## config.mk

```make
export PLATFORM = sky130hd
export DESIGN_NAME = uart_time_loader_flat
export DESIGN_NICKNAME = d
export VERILOG_FILES = /design/src/rtl/uart_time_loader_if.sv /design/src/rtl/uart_time_loader.sv /design/src/flat_wrapper.sv
export SDC_FILE = /design/constraint.sdc
export NUM_CORES = 1
export LEC_CHECK = 0
export CORE_ASPECT_RATIO = 0.8
export CORE_MARGIN = 4
export CORE_UTILIZATION = 35
export DETAILED_ROUTE_END_ITERATION = 12
export DONT_BUFFER_PORTS = 1
export GPL_TIMING_DRIVEN = 1
export PLACE_DENSITY = 0.53
export SYNTH_ARGS = -nofsm -noshare
export SYNTH_HDL_FRONTEND = slang
export SYNTH_SLANG_ARGS = --single-unit
export TNS_END_PERCENT = 30
```

## constraint.sdc

```tcl
create_clock -name clk -period 2.3 [get_ports clk]
set_clock_uncertainty 0.05 [all_clocks]
set_input_delay 0.46 -clock clk [delete_from_list [all_inputs] [get_ports clk]]
set_output_delay 0.46 -clock clk [all_outputs]
set_load 0.005 [all_outputs]
```

## src/rtl/uart_time_loader_if.sv

```systemverilog
// Inbound serial line and stopwatch control strobes of the UART time loader.
interface uart_time_loader_if;
  logic        usb_rx;
  logic        start_pulse;
  logic        stop_pulse;
  logic        clear_pulse;
  logic        load_pulse;
  logic [15:0] load_digits;
  logic        frame_err;
  logic        cmd_err;

  // Host / line side: drives the serial line, observes the decoded commands.
  modport master (
    output usb_rx,
    input  start_pulse,
    input  stop_pulse,
    input  clear_pulse,
    input  load_pulse,
    input  load_digits,
    input  frame_err,
    input  cmd_err
  );

  // Loader side: receives the serial line, produces the decoded commands.
  modport slave (
    input  usb_rx,
    output start_pulse,
    output stop_pulse,
    output clear_pulse,
    output load_pulse,
    output load_digits,
    output frame_err,
    output cmd_err
  );
endinterface

```

## src/rtl/uart_time_loader.sv

```systemverilog
// UART 8N1 receiver plus ASCII command decoder for the stopwatch:
// 'G' start, 'P' stop, 'R' clear, "Tmmss\r" load of a BCD time.
module uart_time_loader #(
  parameter int unsigned CLKS_PER_BIT = 868,
  parameter int unsigned HALF_BIT     = CLKS_PER_BIT / 2
) (
  input logic               clk,
  input logic               rst_n,
  uart_time_loader_if.slave bus
);

  localparam int unsigned CntW = $clog2(CLKS_PER_BIT);
  localparam logic [CntW-1:0] FullCnt = CntW'(CLKS_PER_BIT - 1);
  localparam logic [CntW-1:0] HalfCnt = CntW'(HALF_BIT - 1);

  typedef enum logic [2:0] {
    StWaitIdle, StIdle, StStart, StData, StStop, StRecover
  } rx_state_e;

  typedef enum logic [2:0] {
    PIdle, PM10, PM1, PS10, PS1, PCr
  } p_state_e;

  // ---------------------------------------------------------------------------
  // Receiver
  // ---------------------------------------------------------------------------
  logic            rx_meta_q, rx_sync_q;
  rx_state_e       rx_state_q, rx_state_d;
  logic [CntW-1:0] cnt_q, cnt_d;
  logic [2:0]      bit_idx_q, bit_idx_d;
  logic [7:0]      shift_q, shift_d;
  logic            stop_done_q, stop_done_d;
  logic            stop_bit_q, stop_bit_d;
  logic            byte_valid_q, frame_fault_q;

  // Two-flop synchronizer for the asynchronous serial line (idles high).
  always_ff @(posedge clk or negedge rst_n) begin
    if (!rst_n) begin
      rx_meta_q <= 1'b1;
      rx_sync_q <= 1'b1;
    end else begin
      rx_meta_q <= bus.usb_rx;
      rx_sync_q <= rx_meta_q;
    end
  end

  // Receiver state and datapath registers.
  always_ff @(posedge clk or negedge rst_n) begin
    if (!rst_n) begin
      rx_state_q    <= StWaitIdle;
      cnt_q         <= '0;
      bit_idx_q     <= '0;
      shift_q       <= '0;
      stop_done_q   <= 1'b0;
      stop_bit_q    <= 1'b1;
      byte_valid_q  <= 1'b0;
      frame_fault_q <= 1'b0;
    end else begin
      rx_state_q    <= rx_state_d;
      cnt_q         <= cnt_d;
      bit_idx_q     <= bit_idx_d;
      shift_q       <= shift_d;
      stop_done_q   <= stop_done_d;
      stop_bit_q    <= stop_bit_d;
      // Byte/frame strobes land one cycle after the stop-bit sample.
      byte_valid_q  <= stop_done_q & stop_bit_q;
      frame_fault_q <= stop_done_q & ~stop_bit_q;
    end
  end

  // Receiver next-state: mid-bit sampling driven by a single bit-time counter.
  always_comb begin
    rx_state_d  = rx_state_q;
    cnt_d       = cnt_q;
    bit_idx_d   = bit_idx_q;
    shift_d     = shift_q;
    stop_done_d = 1'b0;
    stop_bit_d  = stop_bit_q;
    unique case (rx_state_q)
      StWaitIdle: begin
        // The synchronizer resets to 1, so a single high sample proves nothing;
        // demand a full bit time of idle before trusting a falling edge.
        if (!rx_sync_q) begin
          cnt_d = '0;
        end else if (cnt_q == FullCnt) begin
          cnt_d      = '0;
          rx_state_d = StIdle;
        end else begin
          cnt_d = cnt_q + 1'b1;
        end
      end
      StIdle: begin
        cnt_d     = '0;
        bit_idx_d = '0;
        if (!rx_sync_q) rx_state_d = StStart;
      end
      StStart: begin
        if (cnt_q == HalfCnt) begin
          cnt_d      = '0;
          rx_state_d = rx_sync_q ? StIdle : StData;
        end else begin
          cnt_d = cnt_q + 1'b1;
        end
      end
      StData: begin
        if (cnt_q == FullCnt) begin
          cnt_d     = '0;
          shift_d   = {rx_sync_q, shift_q[7:1]};
          bit_idx_d = bit_idx_q + 1'b1;
          if (bit_idx_q == 3'd7) rx_state_d = StStop;
        end else begin
          cnt_d = cnt_q + 1'b1;
        end
      end
      StStop: begin
        if (cnt_q == FullCnt) begin
          cnt_d       = '0;
          stop_done_d = 1'b1;
          stop_bit_d  = rx_sync_q;
          rx_state_d  = rx_sync_q ? StIdle : StRecover;
        end else begin
          cnt_d = cnt_q + 1'b1;
        end
      end
      StRecover: begin
        cnt_d = '0;
        if (rx_sync_q) rx_state_d = StIdle;
      end
      default: rx_state_d = StWaitIdle;
    endcase
  end

  // ---------------------------------------------------------------------------
  // Command parser
  // ---------------------------------------------------------------------------
  p_state_e    p_state_q, p_state_d;
  logic [15:0] shadow_q, shadow_d;
  logic [15:0] digits_q, digits_d;
  logic        start_q, start_d, stop_q, stop_d, clear_q, clear_d;
  logic        load_q, load_d, frame_err_q, frame_err_d, cmd_err_q, cmd_err_d;
  logic [7:0]  rx_byte;

  // The shift register is idle from the stop sample until the next frame's
  // first data sample, so it is safe to decode directly.
  assign rx_byte = shift_q;

  function automatic logic digit_ok(input logic [7:0] b, input logic [7:0] hi);
    return (b >= 8'h30) && (b <= hi);
  endfunction

  // Parser state and registered command outputs.
  always_ff @(posedge clk or negedge rst_n) begin
    if (!rst_n) begin
      p_state_q   <= PIdle;
      shadow_q    <= '0;
      digits_q    <= '0;
      start_q     <= 1'b0;
      stop_q      <= 1'b0;
      clear_q     <= 1'b0;
      load_q      <= 1'b0;
      frame_err_q <= 1'b0;
      cmd_err_q   <= 1'b0;
    end else begin
      p_state_q   <= p_state_d;
      shadow_q    <= shadow_d;
      digits_q    <= digits_d;
      start_q     <= start_d;
      stop_q      <= stop_d;
      clear_q     <= clear_d;
      load_q      <= load_d;
      frame_err_q <= frame_err_d;
      cmd_err_q   <= cmd_err_d;
    end
  end

  // Parser next-state: single-byte commands from idle, digit sequence after 'T'.
  always_comb begin
    p_state_d   = p_state_q;
    shadow_d    = shadow_q;
    digits_d    = digits_q;
    start_d     = 1'b0;
    stop_d      = 1'b0;
    clear_d     = 1'b0;
    load_d      = 1'b0;
    frame_err_d = frame_fault_q;
    cmd_err_d   = 1'b0;
    if (frame_fault_q) begin
      // A corrupted byte aborts any command in progress.
      cmd_err_d = (p_state_q != PIdle);
      p_state_d = PIdle;
    end else if (byte_valid_q) begin
      unique case (p_state_q)
        PIdle: begin
          case (rx_byte)
            8'h47:   start_d   = 1'b1;
            8'h50:   stop_d    = 1'b1;
            8'h52:   clear_d   = 1'b1;
            8'h54:   p_state_d = PM10;
            default: ;
          endcase
        end
        PM10: begin
          if (digit_ok(rx_byte, 8'h35)) begin
            shadow_d[15:12] = rx_byte[3:0];
            p_state_d       = PM1;
          end else begin
            cmd_err_d = 1'b1;
            p_state_d = PIdle;
          end
        end
        PM1: begin
          if (digit_ok(rx_byte, 8'h39)) begin
            shadow_d[11:8] = rx_byte[3:0];
            p_state_d      = PS10;
          end else begin
            cmd_err_d = 1'b1;
            p_state_d = PIdle;
          end
        end
        PS10: begin
          if (digit_ok(rx_byte, 8'h35)) begin
            shadow_d[7:4] = rx_byte[3:0];
            p_state_d     = PS1;
          end else begin
            cmd_err_d = 1'b1;
            p_state_d = PIdle;
          end
        end
        PS1: begin
          if (digit_ok(rx_byte, 8'h39)) begin
            shadow_d[3:0] = rx_byte[3:0];
            p_state_d     = PCr;
          end else begin
            cmd_err_d = 1'b1;
            p_state_d = PIdle;
          end
        end
        PCr: begin
          if (rx_byte == 8'h0D) begin
            digits_d = shadow_q;
            load_d   = 1'b1;
          end else begin
            cmd_err_d = 1'b1;
          end
          p_state_d = PIdle;
        end
        default: p_state_d = PIdle;
      endcase
    end
  end

  assign bus.start_pulse = start_q;
  assign bus.stop_pulse  = stop_q;
  assign bus.clear_pulse = clear_q;
  assign bus.load_pulse  = load_q;
  assign bus.load_digits = digits_q;
  assign bus.frame_err   = frame_err_q;
  assign bus.cmd_err     = cmd_err_q;

endmodule

```

## src/flat_wrapper.sv

```systemverilog
// flat-port wrapper written by rule: the top's interface ports become plain ports
module uart_time_loader_flat 
#(
  parameter int unsigned CLKS_PER_BIT = 868,
  parameter int unsigned HALF_BIT     = CLKS_PER_BIT / 2
)
  (clk, rst_n, bus_usb_rx, bus_start_pulse, bus_stop_pulse, bus_clear_pulse, bus_load_pulse, bus_load_digits, bus_frame_err, bus_cmd_err);
  uart_time_loader_if bus_i ();
  input logic clk;
  input logic rst_n;
  input wire logic [$bits(bus_i.usb_rx)-1:0] bus_usb_rx;
  output wire logic [$bits(bus_i.start_pulse)-1:0] bus_start_pulse;
  output wire logic [$bits(bus_i.stop_pulse)-1:0] bus_stop_pulse;
  output wire logic [$bits(bus_i.clear_pulse)-1:0] bus_clear_pulse;
  output wire logic [$bits(bus_i.load_pulse)-1:0] bus_load_pulse;
  output wire logic [$bits(bus_i.load_digits)-1:0] bus_load_digits;
  output wire logic [$bits(bus_i.frame_err)-1:0] bus_frame_err;
  output wire logic [$bits(bus_i.cmd_err)-1:0] bus_cmd_err;
  assign bus_i.usb_rx = bus_usb_rx;
  assign bus_start_pulse = bus_i.start_pulse;
  assign bus_stop_pulse = bus_i.stop_pulse;
  assign bus_clear_pulse = bus_i.clear_pulse;
  assign bus_load_pulse = bus_i.load_pulse;
  assign bus_load_digits = bus_i.load_digits;
  assign bus_frame_err = bus_i.frame_err;
  assign bus_cmd_err = bus_i.cmd_err;
  uart_time_loader #(.CLKS_PER_BIT(CLKS_PER_BIT), .HALF_BIT(HALF_BIT)) u_core (.clk(clk), .rst_n(rst_n), .bus(bus_i));
endmodule
```

Yosys cells after proc, flatten, opt, wreduce, memory -nomap -nowiden
Cells that the tools add are included.
W data, S select, Z words.
- bits in registers: 71
- input bits: 3
- logic and storage cells: 129
- $add $sub $neg: 2
- $lt $le $gt $ge: 3
- eq/ne operators: 27
- mux-type cells: 49
- bitwise operators: 4
- reduce and logical (&&, ||, !) cells: 22
- operator list (operator ; count):
    $mux W3 ; 15
    $pmux W10 S4 ; 1
    $eq A8 B7 Y1 const B ; 4
    $mux W10 ; 3
    $mux W1 ; 23
    $reduce_and A4 Y1 ; 5
    $pmux W3 S6 ; 1
    $le A8 B6 Y1 const B ; 2
    $eq A3 B3 Y1 const B ; 5
    $pmux W3 S5 ; 1
    $ne A2 B1 Y1 const B ; 7
    $eq A3 B2 Y1 const B ; 4
    $add A10 B1 Y10 const B ; 1
    $eq A10 B10 Y1 const B ; 1
    $eq A10 B9 Y1 const B ; 1
    $eq A8 B4 Y1 const B ; 1
    $ge A8 B6 Y1 const B ; 1
    $reduce_and A2 Y1 ; 4
    $reduce_and A8 Y1 ; 1
    $reduce_or A2 Y1 ; 4
    $eq A3 B1 Y1 const B ; 2
    $logic_not A3 Y1 ; 2
    $mux W2 ; 3
    $pmux W3 S2 ; 1
    other kinds (10) ; 14

Depth between registers and ports, before layout
Gate-level depths: netlist of run 1.
- depth after elaboration: 6
- gate-level depth with buffers: 7

Worst setup path after synthesis of run 1
OpenSTA, ideal clock, no wires.
- kind: register to register
- start point: register u_core.shift_q[6] (netlist: u_core.rx_byte[6])
- end point: register u_core.shadow_q[10]
- library setup time: 125 ps
- arrival time: 1678 ps
- required time: 2125 ps
- slack: 446 ps
- stages on the path, launching flop included: 6
- path buffers: 1
- clock period less this slack: 1854 ps
- path through: dfrtp_1 -> and4bb_1 -> nand2_2 -> or4_4 -> buf_6 -> mux2_4
- word-level cells in the longest chain between the ends: 3
- elaborated cells on any way between the ends: 4
- RTL lines (item ; line ; source):
    from (decl) ; uart_time_loader.sv:31 ; logic [7:0] shift_q, shift_d;
    from (signal assigned) ; uart_time_loader.sv:62 ; shift_q <= shift_d;
    $ge A8 B6 Y1 or $le A8 B6 Y1 (tied branches) ; uart_time_loader.sv:148 ; return (b >= 8'h30) && (b <= hi);
    $logic_and A1 B1 Y1 (*) ; uart_time_loader.sv:148 ;
    $reduce_and A4 Y1 (no source line) (*) ; -- ;
    to (signal assigned) ; uart_time_loader.sv:165 ; shadow_q <= shadow_d;
    to (decl) ; uart_time_loader.sv:137 ; logic [15:0] shadow_q, shadow_d;
Every way passes the cells marked *; elsewhere a longest branch is shown, timed or not.
A chain may end at the register's enable or synchronous reset.

Final worst setup path of run 1
- start point: register u_core.p_state_q[0]
- end point: register u_core.stop_q (netlist: u_core.bus.stop_pulse)
- word-level cells in the longest chain between the ends: 4
- RTL lines (item ; line ; source):
    from (decl) ; uart_time_loader.sv:136 ; p_state_e p_state_q, p_state_d;
    from (signal assigned) ; uart_time_loader.sv:154 ; p_state_q <= PIdle;
    from (signal assigned) ; uart_time_loader.sv:164 ; p_state_q <= p_state_d;
    $logic_not A3 Y1 ; uart_time_loader.sv:192 ; unique case (p_state_q)
    $mux W1 ; uart_time_loader.sv:192 ;
    $mux W1 ; uart_time_loader.sv:191 ; end else if (byte_valid_q) begin
    $mux W1 ; uart_time_loader.sv:187 ; if (frame_fault_q) begin
    net u_core.stop_d ; uart_time_loader.sv:139 ; logic start_q, start_d, stop_q, stop_d, clear_q, clear_d;
    to (signal assigned) ; uart_time_loader.sv:168 ; stop_q <= stop_d;
    to (decl) ; uart_time_loader.sv:139 ;
The timed path passes the listed nets, and every way through them passes these cells.

==> results_tabular.tex, run 1 <==
\begin{tabular}{lr}
\hline
Metric & Value \\
\hline
\multicolumn{2}{l}{\textbf{Global route}} \\
Gr ovfl total & 0 \\
Maximum number of pins on one net before global-route repair & 72 \\
Overall Global Routing Usage & 11.9\% \\
Number of global-route vias before repair & 1975 \\
Global-route wire length before repair & 10200 um \\
Antenna violations before repair & 0 \\
\multicolumn{2}{l}{\textbf{Detailed routing}} \\
Detailed-routing iteration count for the pre-antenna-repair pass & 4 \\
DRC & 0 \\
Initial DRC count & 114 \\
Antenna Violating Nets Remaining & 0 \\
Detailed-route via count & 2074 \\
Wire length after detailed routing & 5990 um \\
Average vias per placed instance & 5.21 \\
Wirelength per Cell & 15.0 um \\
\multicolumn{2}{l}{\textbf{Synth}} \\
Part of the Yosys area used for sequential elements & 54.3\% \\
Synth Area in Simple Gates & 16.4\% \\
Synthesized flop and latch total & 71 \\
Yosys top cell area share & 51.8\% \\
Dominant cell type by area after synthesis & sky130\_fd\_sc\_hd\_\_dfrtp\_1 \\
Share of synthesized area spent on multiplexers & 14.5\% \\
Largest family of logic cells by synthesized area & simple AND/OR/NAND/NOR gates \\
Async set or reset register ratio after synthesis & 100\% \\
Count of distinct cell types in the synthesized netlist & 61 \\
Synth Area in XOR/XNOR & 1.33\% \\
Most area-consuming cells after synthesis & sky130\_fd\_sc\_hd\_\_dfrtp\_1, sky130\_fd\_sc\_hd\_\_mux2\_2, sky130\_fd\_sc\_hd\_\_o21ai\_0, sky130\_fd\_sc\_hd\_\_dfstp\_2, sky130\_fd\_sc\_hd\_\_nand3\_1 \\
Arithmetic-cell share of the synthesized area counting full adders, half adders and majority gates & 1.52\% \\
Post-synthesis instance total & 275 \\
Post-Syn Area & 3280 um2 \\
Count of flip-flops with a built-in enable after synthesis & 0 \\
Most repeated cell in the gate-level netlist after synthesis & sky130\_fd\_sc\_hd\_\_dfrtp\_1 \\
Synthesized netlist net count & 282 \\
Average cell area after synthesis & 11.9 um2 \\
List of most frequent post-synthesis cells & sky130\_fd\_sc\_hd\_\_dfrtp\_1, sky130\_fd\_sc\_hd\_\_mux2\_2, sky130\_fd\_sc\_hd\_\_nand2\_1, sky130\_fd\_sc\_hd\_\_o21ai\_0, sky130\_fd\_sc\_hd\_\_nor2\_1 \\
Most instantiated flip-flop cell in the synthesis netlist & sky130\_fd\_sc\_hd\_\_dfrtp\_1 \\
Area fraction in compound gates after synthesis & 8.96\% \\
Number of warnings issued by yosys & 0 \\
\multicolumn{2}{l}{\textbf{Clock network}} \\
Maximum count of clock buffers along a single path & 2 \\
Post-CTS repair timing setup buffer count & 0 \\
TritonCTS clock tree & done \\
CTS resizes & 0 \\
Root buffer selected by CTS & sky130\_fd\_sc\_hd\_\_clkbuf\_16 \\
Number of clock sinks & 71 \\
Source-to-sink clock delay at the later pin of the worst-skew pair & 0.33 ns \\
H-tree levels & 3 \\
Reg clk slew, reported paths & 0.06 ns \\
CTS Buf Count & 9 \\
\multicolumn{2}{l}{\textbf{STA}} \\
Final TNS setup & 0 ns \\
Tightest Pin Transition & 0.514 ns \\
Final setup violation count & 0 \\
Slew headroom & 65.2\% \\
Number of max-slew violations in the final report & 0 \\
Final Critical Period & 2.03 ns \\
Setup repair after global routing missed its margin & false \\
Period Utilization, post-route & 88.4\% \\
Hold violation total from the final report & 0 \\
Fmax & 492 MHz \\
\multicolumn{2}{l}{\textbf{Critical path}} \\
Class of the most critical setup path & reg2reg \\
Arrival time reported for the critical path endpoint & 2.20 ns \\
Critical Path End Type & flop \\
Nature of the critical path startpoint & flop \\
Worst setup slack for register-to-register paths & 0.27 ns \\
Required time of the worst setup path & 2.47 ns \\
Reg-to-Reg End & u\_core.bus.stop\_pulse \\
Worst Reg2Reg Path Length in Cells & 3 \\
Critical R2R Launch & u\_core.p\_state\_q[0] \\
Critical-path maximum fanout & 12 \\
\multicolumn{2}{l}{\textbf{Min path}} \\
Min-Delay Endpoint & u\_core.rx\_meta\_q \\
Cell depth of the worst min-delay path & 0 \\
HP Start & bus\_usb\_rx \\
Type of the worst min-delay path & in2reg \\
\multicolumn{2}{l}{\textbf{Power and ir drop}} \\
Power Total & 2.81 mW \\
Largest voltage drop on the vdd net & 0.466 mV \\
Static Leakage & 1.74 nW \\
Power density over cell area & 753 nW/um2 \\
\multicolumn{2}{l}{\textbf{Layout}} \\
Utilization of the core after routing & 41.0\% \\
Share of cells above drive strength 1 & 26.9\% \\
Multi-input gate area & 1400 um2 \\
Post-layout nets & 285 \\
Area overhead of the layout relative to synthesis & 13.8\% \\
Antenna diode count & 0 \\
Reg area & 1780 um2 \\
Filler Cells Inserted & 862 \\
Post-route standard cell area excluding fillers & 3740 um2 \\
\multicolumn{2}{l}{\textbf{Floorplanning}} \\
Die Ht & 94.6 um \\
Initial core utilization & 36.0\% \\
Die boundary width & 116 um \\
Overall die area & 11000 um2 \\
Number of cell rows & 31 \\
Core Area & 9110 um2 \\
Top-level port count & 25 \\
\multicolumn{2}{l}{\textbf{Placed design}} \\
Total of buffers placed on input and output ports & 0 \\
Final HPWL DP & 4040 um \\
Routability cong. & 0.879 \\
Instance area at placement & 3390 um2 \\
\multicolumn{2}{l}{\textbf{Flow run}} \\
Max-cap violations & 0 \\
\multicolumn{2}{l}{\textbf{Status}} \\
Run status & finished, final reports clean \\
\hline
\end{tabular}
## metrics by stage
step,setup slack [ns],instances,hold slack (ns)
after floorplan,0.446,275,0.114
final,0.266,398,0.0756
after detailed placement,0.291,380,0.117
after global placement,0.230,380,0.117
after CTS,0.276,398,0.0617
after global routing,0.0791,398,0.0555
## sequential cells by signal, indices dropped and copies added, names as in the netlist
signal                  cells
u_core.stop_done_q          1
u_core.bus.stop_pulse       1
u_core.bus.load_digits     16
u_core.rx_sync_q            1
u_core.bus.start_pulse      1
u_core.byte_valid_q         1
u_core.bit_idx_q            3
u_core.bus.frame_err        1
u_core.frame_err_d          1
u_core.rx_state_q           3
u_core.rx_meta_q            1
u_core.cnt_q               10
u_core.bus.clear_pulse      1
u_core.shadow_q            16
u_core.bus.cmd_err          1
u_core.p_state_q            3
u_core.bus.load_pulse       1
u_core.rx_byte              8
u_core.stop_bit_q           1
## power by group
part           switching, mW  internal, mW
clock network          0.541         0.874
registers             0.0301          1.28
logic                 0.0512        0.0400
total                  0.622          2.19
## cell type report
type                            count  area share [%]
Multi-Input combinational cell    185            37.5
Inverter                            4           0.402
Sequential cell                    71            47.7
Tap cell                          115            3.85
Clock inverter                      6            1.81
Timing Repair Buffer                7            2.34
Clock buffer                       10            6.40
## cell usage in the layout, fill, tap and decap left out, types with 3 or more instances in the layout
master                      instances
sky130_fd_sc_hd__nor2_1            14
sky130_fd_sc_hd__inv_1              4
sky130_fd_sc_hd__nand3_1           13
sky130_fd_sc_hd__ha_1               4
sky130_fd_sc_hd__dfrtp_1           68
sky130_fd_sc_hd__clkbuf_16          9
sky130_fd_sc_hd__nor2b_1            5
sky130_fd_sc_hd__or3_1              3
sky130_fd_sc_hd__o2bb2ai_1          3
sky130_fd_sc_hd__a21oi_1            6
sky130_fd_sc_hd__nand2b_1           7
sky130_fd_sc_hd__mux2_2            36
sky130_fd_sc_hd__mux2_4             4
sky130_fd_sc_hd__o21ai_0           17
sky130_fd_sc_hd__xor2_1             3
sky130_fd_sc_hd__and2_1             4
sky130_fd_sc_hd__nand2_1           17
sky130_fd_sc_hd__and3_1             4
sky130_fd_sc_hd__dfstp_2            3
sky130_fd_sc_hd__buf_4              4
## layer usage
| layer | global-route usage, % | part of all wire (%) | vias to the layer above |
|---|---|---|---|
| met2 | 17.0 | 42 | 36 |
| met5 | 0 | 0 | - |
| met1 | 16.7 | 51 | 1028 |
| met3 | 5.32 | 5.6 | 5 |
| met4 | 2.51 | 0.69 | 0 |
| li1 | - | - | 1005 |
## repair_timing
item / in CTS / in global routing
endpoints found under the setup margin: 0 / 0
hold buffers: 2 / 0
hold endpoints to repair: 71 / 0
## kinds of logic (layout without fill, tap and decap cells)
kind of cell	Yosys count	in the layout
mux	41	41
flops	71	71
compound gates	43	43
fa+ha+maj	4	4
buf+inv	19	27
xor+xnor	5	5
simple gates	92	92
## how the worst max path moves through the flow
| stage | from | slack [ns] | end | cells after the start |
|---|---|---|---|---|
| finish | u_core.p_state_q[0] | 0.27 | u_core.bus.stop_pulse | 3 |
| global route | u_core.cnt_q[1] | 0.08 | u_core.rx_state_q[2] | 7 |
| CTS | u_core.p_state_q[0] | 0.28 | u_core.bus.stop_pulse | 3 |
| detailed placement | u_core.rx_state_q[2] | 0.29 | u_core.cnt_q[8] | 5 |
| global placement | u_core.p_state_q[0] | 0.23 | u_core.bus.clear_pulse | 3 |
| floorplan | u_core.rx_byte[6] | 0.45 | u_core.shadow_q[10] | 5 |
## critical path, cell delays in order (launching register included)
cell                      delay, ns
sky130_fd_sc_hd__dfrtp_1       0.51
sky130_fd_sc_hd__or3_1         0.47
sky130_fd_sc_hd__or4b_1        0.59
sky130_fd_sc_hd__nor4_1        0.30
No activity file was read; power rests on OpenSTA's default activity.
==> inputs of run 2 (changes only) <==
- CTS_CLUSTER_SIZE: not set -> 8
- RECOVER_POWER: not set -> 50
==> run 2 against run 1 <==
Effect of this change: worst hold slack about the same; worst setup slack got worse by 0.0016 ns; largest cell class unchanged; sequential power barely moved; via count up 0.96%; sequential cell count did not move; cell area is 0.54% lower; critical path type unchanged; clock power barely moved; die area is the same; critical path depth did not move.
==> results_tabular.tex, run 2 (synthesis results as in run 1) <==
\begin{tabular}{lr}
\hline
Metric & Value \\
\hline
\multicolumn{2}{l}{\textbf{Status}} \\
Run status & finished, final reports clean \\
\multicolumn{2}{l}{\textbf{STA}} \\
Setup repair after global routing missed its margin & false \\
Slew headroom & 37.3\% \\
Final setup violation count & 0 \\
Period Utilization, post-route & 88.5\% \\
Fmax & 491 MHz \\
Hold violation total from the final report & 0 \\
Worst hold margin & 0.0753 ns \\
Number of max-slew violations in the final report & 0 \\
Final Critical Period & 2.04 ns \\
Final TNS setup & 0 ns \\
Tightest Pin Transition & 0.940 ns \\
\multicolumn{2}{l}{\textbf{Floorplanning}} \\
Overall die area & 11000 um2 \\
Die Ht & 94.6 um \\
Top-level port count & 25 \\
Core Area & 9110 um2 \\
Number of cell rows & 31 \\
Initial core utilization & 36.0\% \\
Die boundary width & 116 um \\
\multicolumn{2}{l}{\textbf{Critical path}} \\
Arrival time reported for the critical path endpoint & 2.20 ns \\
Critical Path End Type & flop \\
Required time of the worst setup path & 2.47 ns \\
Reg-to-Reg End & u\_core.bus.stop\_pulse \\
Critical R2R Launch & u\_core.p\_state\_q[0] \\
Nature of the critical path startpoint & flop \\
Worst Reg2Reg Path Length in Cells & 3 \\
Class of the most critical setup path & reg2reg \\
Worst setup slack for register-to-register paths & 0.26 ns \\
Critical-path maximum fanout & 12 \\
\multicolumn{2}{l}{\textbf{Clock network}} \\
CTS resizes & 0 \\
Source-to-sink clock delay at the later pin of the worst-skew pair & 0.33 ns \\
TritonCTS clock tree & done \\
H-tree levels & 3 \\
Reg clk slew, reported paths & 0.06 ns \\
Maximum count of clock buffers along a single path & 2 \\
Root buffer selected by CTS & sky130\_fd\_sc\_hd\_\_clkbuf\_16 \\
Number of clock sinks & 71 \\
CTS Buf Count & 9 \\
\multicolumn{2}{l}{\textbf{Layout}} \\
Most frequent cells in the layout & sky130\_fd\_sc\_hd\_\_dfrtp\_1, sky130\_fd\_sc\_hd\_\_mux2\_2, sky130\_fd\_sc\_hd\_\_nand2\_1, sky130\_fd\_sc\_hd\_\_o21ai\_0, sky130\_fd\_sc\_hd\_\_nor2\_1 \\
Share of cells above drive strength 1 & 26.5\% \\
Antenna diode count & 0 \\
Area overhead of the layout relative to synthesis & 13.2\% \\
Post-layout nets & 285 \\
Most common cell after layout, fill and taps aside & sky130\_fd\_sc\_hd\_\_dfrtp\_1 \\
Final non-filler cell total & 398 \\
\multicolumn{2}{l}{\textbf{Min path}} \\
Type of the worst min-delay path & in2reg \\
HP Start & bus\_usb\_rx \\
Cell depth of the worst min-delay path & 0 \\
Min-Delay Endpoint & u\_core.rx\_meta\_q \\
\multicolumn{2}{l}{\textbf{Global route}} \\
Global-route wire length before repair & 10200 um \\
Gr ovfl total & 0 \\
Maximum number of pins on one net before global-route repair & 72 \\
Overall Global Routing Usage & 11.9\% \\
Number of global-route vias before repair & 1975 \\
Antenna violations before repair & 0 \\
\multicolumn{2}{l}{\textbf{Placed design}} \\
Final HPWL DP & 4040 um \\
Total of buffers placed on input and output ports & 0 \\
Placed cell count & 380 \\
Routability cong. & 0.879 \\
\multicolumn{2}{l}{\textbf{Power and ir drop}} \\
Static Leakage & 1.73 nW \\
Seq pwr share & 46.5\% \\
Largest voltage drop on the vdd net & 0.469 mV \\
Net switching power & 0.624 mW \\
Logic pwr share & 3.1\% \\
Switching portion of total power & 22.2\% \\
Part of the total power dissipated in the clock network & 50.4\% \\
Internal Pwr Total & 2.19 mW \\
Power density over cell area & 757 nW/um2 \\
\multicolumn{2}{l}{\textbf{Detailed routing}} \\
DRC & 0 \\
Initial DRC count & 103 \\
Detailed-routing iteration count for the pre-antenna-repair pass & 4 \\
Antenna Violating Nets Remaining & 0 \\
Wire length after detailed routing & 6010 um \\
Detailed-route via count & 2094 \\
Average vias per placed instance & 5.26 \\
Wirelength per Cell & 15.1 um \\
\multicolumn{2}{l}{\textbf{Flow run}} \\
Max-cap violations & 0 \\
\hline
\end{tabular}
run 2: changes by cell type in the layout (fill, tap and decap cells not counted), sizes merged:
cell,delta
buf,-1
clkbuf,+1
run 2: power by group through the flow:
stage / sequential [mW] / clock, mW / combinational, mW
after CTS: 1.31 / 1.46 / 0.0950
final: 1.31 / 1.42 / 0.0865
after detailed placement: 1.33 / 0 / 0.0628
after floorplan: 1.32 / 0 / 0.0543
after global placement: 1.33 / 0 / 0.0614
after global routing: 1.32 / 1.51 / 0.104
run 2: metrics by stage:
step	util, %	setup slack, ns	power [mW]	area (um2)
5_1_grt	40.8	0.0791	2.93	3720
3_5_place_dp	37.2	0.291	1.39	3390
2_1_floorplan	-	0.446	1.37	3280
6_report	40.8	0.264	2.81	3720
4_1_cts	41.0	0.276	2.86	3740
3_3_place_gp	37.2	0.230	1.39	3390
run 2: worst max-delay path, cell delays in order, from the launching register on:
cell,delay [ns]
sky130_fd_sc_hd__dfrtp_1,0.51
sky130_fd_sc_hd__or3_1,0.47
sky130_fd_sc_hd__or4b_1,0.59
sky130_fd_sc_hd__nor4_1,0.30
run 2: how the worst max path moves through the flow:
| stage | start | to | cells after the start | slack, ns |
|---|---|---|---|---|
| global placement | u_core.p_state_q[0] | u_core.bus.clear_pulse | 3 | 0.23 |
| CTS | u_core.p_state_q[0] | u_core.bus.stop_pulse | 3 | 0.28 |
| floorplan | u_core.rx_byte[6] | u_core.shadow_q[10] | 5 | 0.45 |
| finish | u_core.p_state_q[0] | u_core.bus.stop_pulse | 3 | 0.26 |
| global route | u_core.cnt_q[1] | u_core.rx_state_q[2] | 7 | 0.08 |
| detailed placement | u_core.rx_state_q[2] | u_core.cnt_q[8] | 5 | 0.29 |
run 2: final cells by class:
| type | instances | area [um2] |
|---|---|---|
| inverters | 4 | 15.0 |
| clock inverters | 6 | 67.6 |
| clock buffers | 10 | 239 |
| multi-input cells | 185 | 1400 |
| repair buffers | 7 | 67.6 |
| flip-flops and latches | 71 | 1780 |
| well taps | 115 | 144 |
| fillers | 864 | 5400 |
run 2: metal layers:
layer | vias to the layer above | track usage (%) | share of wire (%)
li1 | 1007 | - | -
met1 | 1042 | 16.7 | 51
met2 | 40 | 17.0 | 42
met3 | 5 | 5.32 | 6.0
met4 | 0 | 2.51 | 0.68
met5 | - | 0 | 0
run 2: timing repair:
action,CTS,global route
buffers inserted,0,0
hold endpoints to repair,71,0
hold buffers,2,0
